File: src/rtl/uart_tx_ctrl_pkg.sv
// Shared UART definitions: the 3-bit FSM state encoding and the default payload width.
// The RX side imports the same package, so both ends agree on the encoding.
package uart_tx_ctrl_pkg;

   localparam int UART_DATA_WIDTH = 8;

   typedef enum logic [2:0] {
      IDLE   = 3'd0,
      START  = 3'd1,
      DATA   = 3'd2,
      PARITY = 3'd3,
      STOP   = 3'd4
   } uart_state_t;

endpackage

File: src/rtl/uart_tx_ctrl.sv
// UART transmit controller: frames a latched payload as start, data (LSB first), optional parity and stop bits.
// Parity comes from an external generator that watches store and par_typ_q.
module uart_tx_ctrl
   import uart_tx_ctrl_pkg::*;
#(
   parameter int DATA_WIDTH = UART_DATA_WIDTH
) (
   input  logic                  CLK,
   input  logic                  RST,
   input  logic [DATA_WIDTH-1:0] P_DATA,
   input  logic                  Data_Valid,
   input  logic                  PAR_EN,
   input  logic                  PAR_TYP,
   input  logic                  par_bit,
   output logic [DATA_WIDTH-1:0] store,
   output logic                  par_typ_q,
   output logic                  busy,
   output logic                  TX_OUT
);

   localparam int CW = (DATA_WIDTH > 1) ? $clog2(DATA_WIDTH) : 1;
   localparam logic [CW-1:0] LAST = CW'(DATA_WIDTH - 1);

   uart_state_t   state;
   logic [CW-1:0] cnt;
   logic [CW-1:0] cnt_nxt;
   logic          par_en_q;

   assign cnt_nxt = cnt + 1'b1;

   // TX_OUT and busy are registered with the value of the state being entered,
   // so each bit appears on the line for exactly the cycle its state is held.
   always_ff @(posedge CLK) begin
      if (RST) begin
         state     <= IDLE;
         TX_OUT    <= 1'b1;
         busy      <= 1'b0;
         store     <= '0;
         par_typ_q <= 1'b0;
         par_en_q  <= 1'b0;
         cnt       <= '0;
      end else begin
         case (state)
            IDLE, STOP: begin
               if (Data_Valid) begin
                  store     <= P_DATA;
                  par_en_q  <= PAR_EN;
                  par_typ_q <= PAR_TYP;
                  state     <= START;
                  TX_OUT    <= 1'b0;
                  busy      <= 1'b1;
               end else begin
                  state  <= IDLE;
                  TX_OUT <= 1'b1;
                  busy   <= 1'b0;
               end
            end
            START: begin
               state  <= DATA;
               cnt    <= '0;
               TX_OUT <= store[0];
               busy   <= 1'b1;
            end
            DATA: begin
               busy <= 1'b1;
               if (cnt == LAST) begin
                  cnt <= '0;
                  if (par_en_q) begin
                     state  <= PARITY;
                     TX_OUT <= par_bit;
                  end else begin
                     state  <= STOP;
                     TX_OUT <= 1'b1;
                  end
               end else begin
                  cnt    <= cnt_nxt;
                  TX_OUT <= store[cnt_nxt];
               end
            end
            PARITY: begin
               state  <= STOP;
               TX_OUT <= 1'b1;
               busy   <= 1'b1;
            end
            default: begin
               state  <= IDLE;
               TX_OUT <= 1'b1;
               busy   <= 1'b0;
               cnt    <= '0;
            end
         endcase
      end
   end

endmodule

File: config.mk
export PLATFORM = sky130hd
export DESIGN_NAME = uart_tx_ctrl
export DESIGN_NICKNAME = d
export VERILOG_FILES = /design/src/rtl/uart_tx_ctrl_pkg.sv /design/src/rtl/uart_tx_ctrl.sv
export SDC_FILE = /design/constraint.sdc
export NUM_CORES = 1
export LEC_CHECK = 0
export CORE_MARGIN = 4
export CORE_UTILIZATION = 45
export CTS_CLUSTER_SIZE = 24
export DETAILED_ROUTE_END_ITERATION = 12
export PLACE_DENSITY_LB_ADDON = 0.15
export SLEW_MARGIN = 0
export SYNTH_ARGS = -nofsm -noshare
export SYNTH_HDL_FRONTEND = slang
export SYNTH_SLANG_ARGS = --single-unit
File: constraint.sdc
create_clock -name CLK -period 1.71 [get_ports CLK]
set_clock_uncertainty 0.05 [all_clocks]
set_input_delay 0.2565 -clock CLK [delete_from_list [all_inputs] [get_ports CLK]]
set_output_delay 0.2565 -clock CLK [all_outputs]
set_load 0.01 [all_outputs]
==> impl_results.md <==
- Outcome: finished, final reports clean
- Cell family with most CP delay: buffers and inverters
- Nets: 140
- Die area: around 2700 µm²
- Synth Area in Compound Gates: a little under a fifth
- Simple-gate area share of the yosys netlist: between 20% and 30%
- Largest cells by area after synthesis: dfxtp_1 41%, a21oi_2 9.0%, nand2_1 8.6%, mux2i_1 5.7%, buf_6 3.9%
- Post-CTS resize count: 0
- Initial antenna violation count: 0
- GPL Wtd Cong: about 0.84
- Initial core utilization: approximately 50%
- Die width: around 52 µm
- Port bufs: 24
- R2R Setup Slk: about 150 ps
- Main combinational cell family by area after synthesis: simple AND/OR/NAND/NOR gates
- FP Rows: 15
- Slew @ Worst Pin: approximately 400 ps
- Buffer count from post-CTS setup fixing: 0
- Fin crit share: between 90% and 100%
- DR pass1 iterations: 4
- Mean post-synth cell area: 8.82 µm²
- Layout cells sized above 1: between 10% and 20%
- Synthesis-to-finish area growth: 31.4%
- Critical Path, Cell by Cell: clkdlybuf4s50_1
- Placed cell area: approximately 1100 µm²
- DRC viols: 0
- Fin Setup TNS: 0 ps
- Cts bufs inserted: 3
- WL per Instance: between 10 and 15 µm
- Core box area: around 1800 µm²
- Adder-cell share of the synthesized area: under 10%
- PwrDens: approximately 800 nW/µm²
- Most common cell after layout, fill and taps aside: clkdlybuf4s50_1
- Ys flop type: dfxtp_1
- Post-Route WL: approximately 1900 µm
- Peak supply drop: 0.565 mV
- CP Capture Type: output port
- Fillers: around 160
- Post-CTS Hold Buffers: 0
- Crit start category: flip-flop
- Clock Path Buffers: 2
- Final setup fails: 0
- H-Tree Depth: 1
- Final Hold Fails: 0
- WP data required: about 1400 ps
- First-pass GRT wire length: between 3000 and 4000 µm
- Final Instance Area: approximately 1100 µm²
- CP max FO: 4
- Proportion of synthesized area in mux cells: under 10%
- Vias in the first global route: 733
- Sequential fraction of the synthesis area: about two fifths
- Routed via count: around 760
- Largest net degree at the start of global routing: 19
- CTS tree: yes
- Grt total ovfl: 0
- Synth warn: 0
- Drt initial violations: 11
- Clk pin slew, worst setup/hold paths: 110 ps
- Setup Crit Path Kind: reg -> out
- Synth top area share: between 40% and 50%
- RSZ-0062 raised after global routing: false
- Synthesized net count: between 100 and 150
- CP max-delay cell: clkdlybuf4s50_1
- Post-synthesis cell type count: 26
- Power, Total: between 0.9 and 1 mW
- Clk root buf: clkbuf_4
- Buffers & Inverters on Critical Path: 1
- Fraction of registers with async set/reset: 0%
- Hold WS: around 430 ps
- Die Ht: ~52 µm
- # diodes: 0
- # clock sinks: 18
- Slew Limit Fails: 0
- Post-synthesis xor/xnor area fraction: 0%
- Hold crit path type: reg -> reg
- Post-synth EDFFs: 0
- Final HPWL DP: approximately 1300 µm
- Via density: roughly 5.1
- Seq cells post-synth: 18
- # IOs: 25
- Fmax: around 0.64 GHz
- Antenna Nets Post-Route: 0
- Pleak: slightly above 0.4 nW
- Post-Syn Area: just under 900 µm²
- Syn Inst Count: 99
- Rel. slew slack: 73.1%
- Crit path time final: 1560 ps
- Commonest non-fill, non-tap cells in the layout: 24 x clkdlybuf4s50_1, 20 x nand2_1, 18 x dfxtp_1
- Worst-Skew Late Latency: 300 ps
- Slowest stage delay, CP: about 560 ps
- CP arrival: between 1000 and 1500 ps
- Maxcap violations: 0
- Post-synth top area cell: dfxtp_1
- GRT Util Overall: about 16%
cell type report:
class                   instances  area, µm²  area share [%]
clock buffers                   4       36.3            3.16
flip-flops and latches         18        360            31.4
inverters                       3       11.3           0.981
repair buffers                 26        255            22.2
multi-input cells              72        453            39.5
well taps                      25       31.3            2.73
final timing paths:
check,start,endpoint,depth (start not counted)
setup / recovery,store[0],store[0],1
hold / removal,par_typ_q,par_typ_q,2
setup reg to reg,cnt[0],TX_OUT,6
hold reg to reg,par_typ_q,par_typ_q,2
registers in the layout, indices dropped and copies added, names as in the netlist:
register,flops
TX_OUT,1
busy,1
cnt,3
par_en_q,1
par_typ_q,1
state,3
store,8
per-layer routing:
metal	GRT usage, %	vias to the layer above	part of all wire (%)
li1	-	386	-
met1	20.0	350	48
met2	24.3	18	47
met3	2.58	2	4.0
met4	9.61	0	0.91
met5	0	-	0
where the power goes:
part | switching (mW) | internal [mW]
Clock | 0.139 | 0.130
Sequential | 0.0239 | 0.445
Combinational | 0.0913 | 0.107
Total | 0.254 | 0.682
cell usage after synthesis, types with 2 or more instances:
library cell  number
ha_1               2
nor2_1             8
nor3_1             5
a21oi_2            9
a32oi_1            2
inv_1              3
a21oi_1            4
buf_6              3
nand2b_1           3
dfxtp_1           18
buf_2              3
mux2i_1            5
nand2_1           20
nand2_2            2
per-stage QoR:
step / utilization, % / setup WS (ps) / cells
after floorplan: - / 327 / 99
after global placement: 62.3 / 266 / 144
after detailed placement: 62.3 / 196 / 144
after CTS: 64.4 / 135 / 148
after global routing: 64.4 / 56.4 / 148
final: 64.4 / 147 / 148
cell families (layout without fill, tap and decap cells):
logic type | after synthesis | after routing
and+or+nand+nor | 43 | 43
AOI/OAI and AO/OA | 22 | 22
DFF | 18 | 18
buffers and inverters | 9 | 33
muxes | 5 | 5
adders and majority gates | 2 | 2
Note: power is estimated with default switching activity, not from simulation.
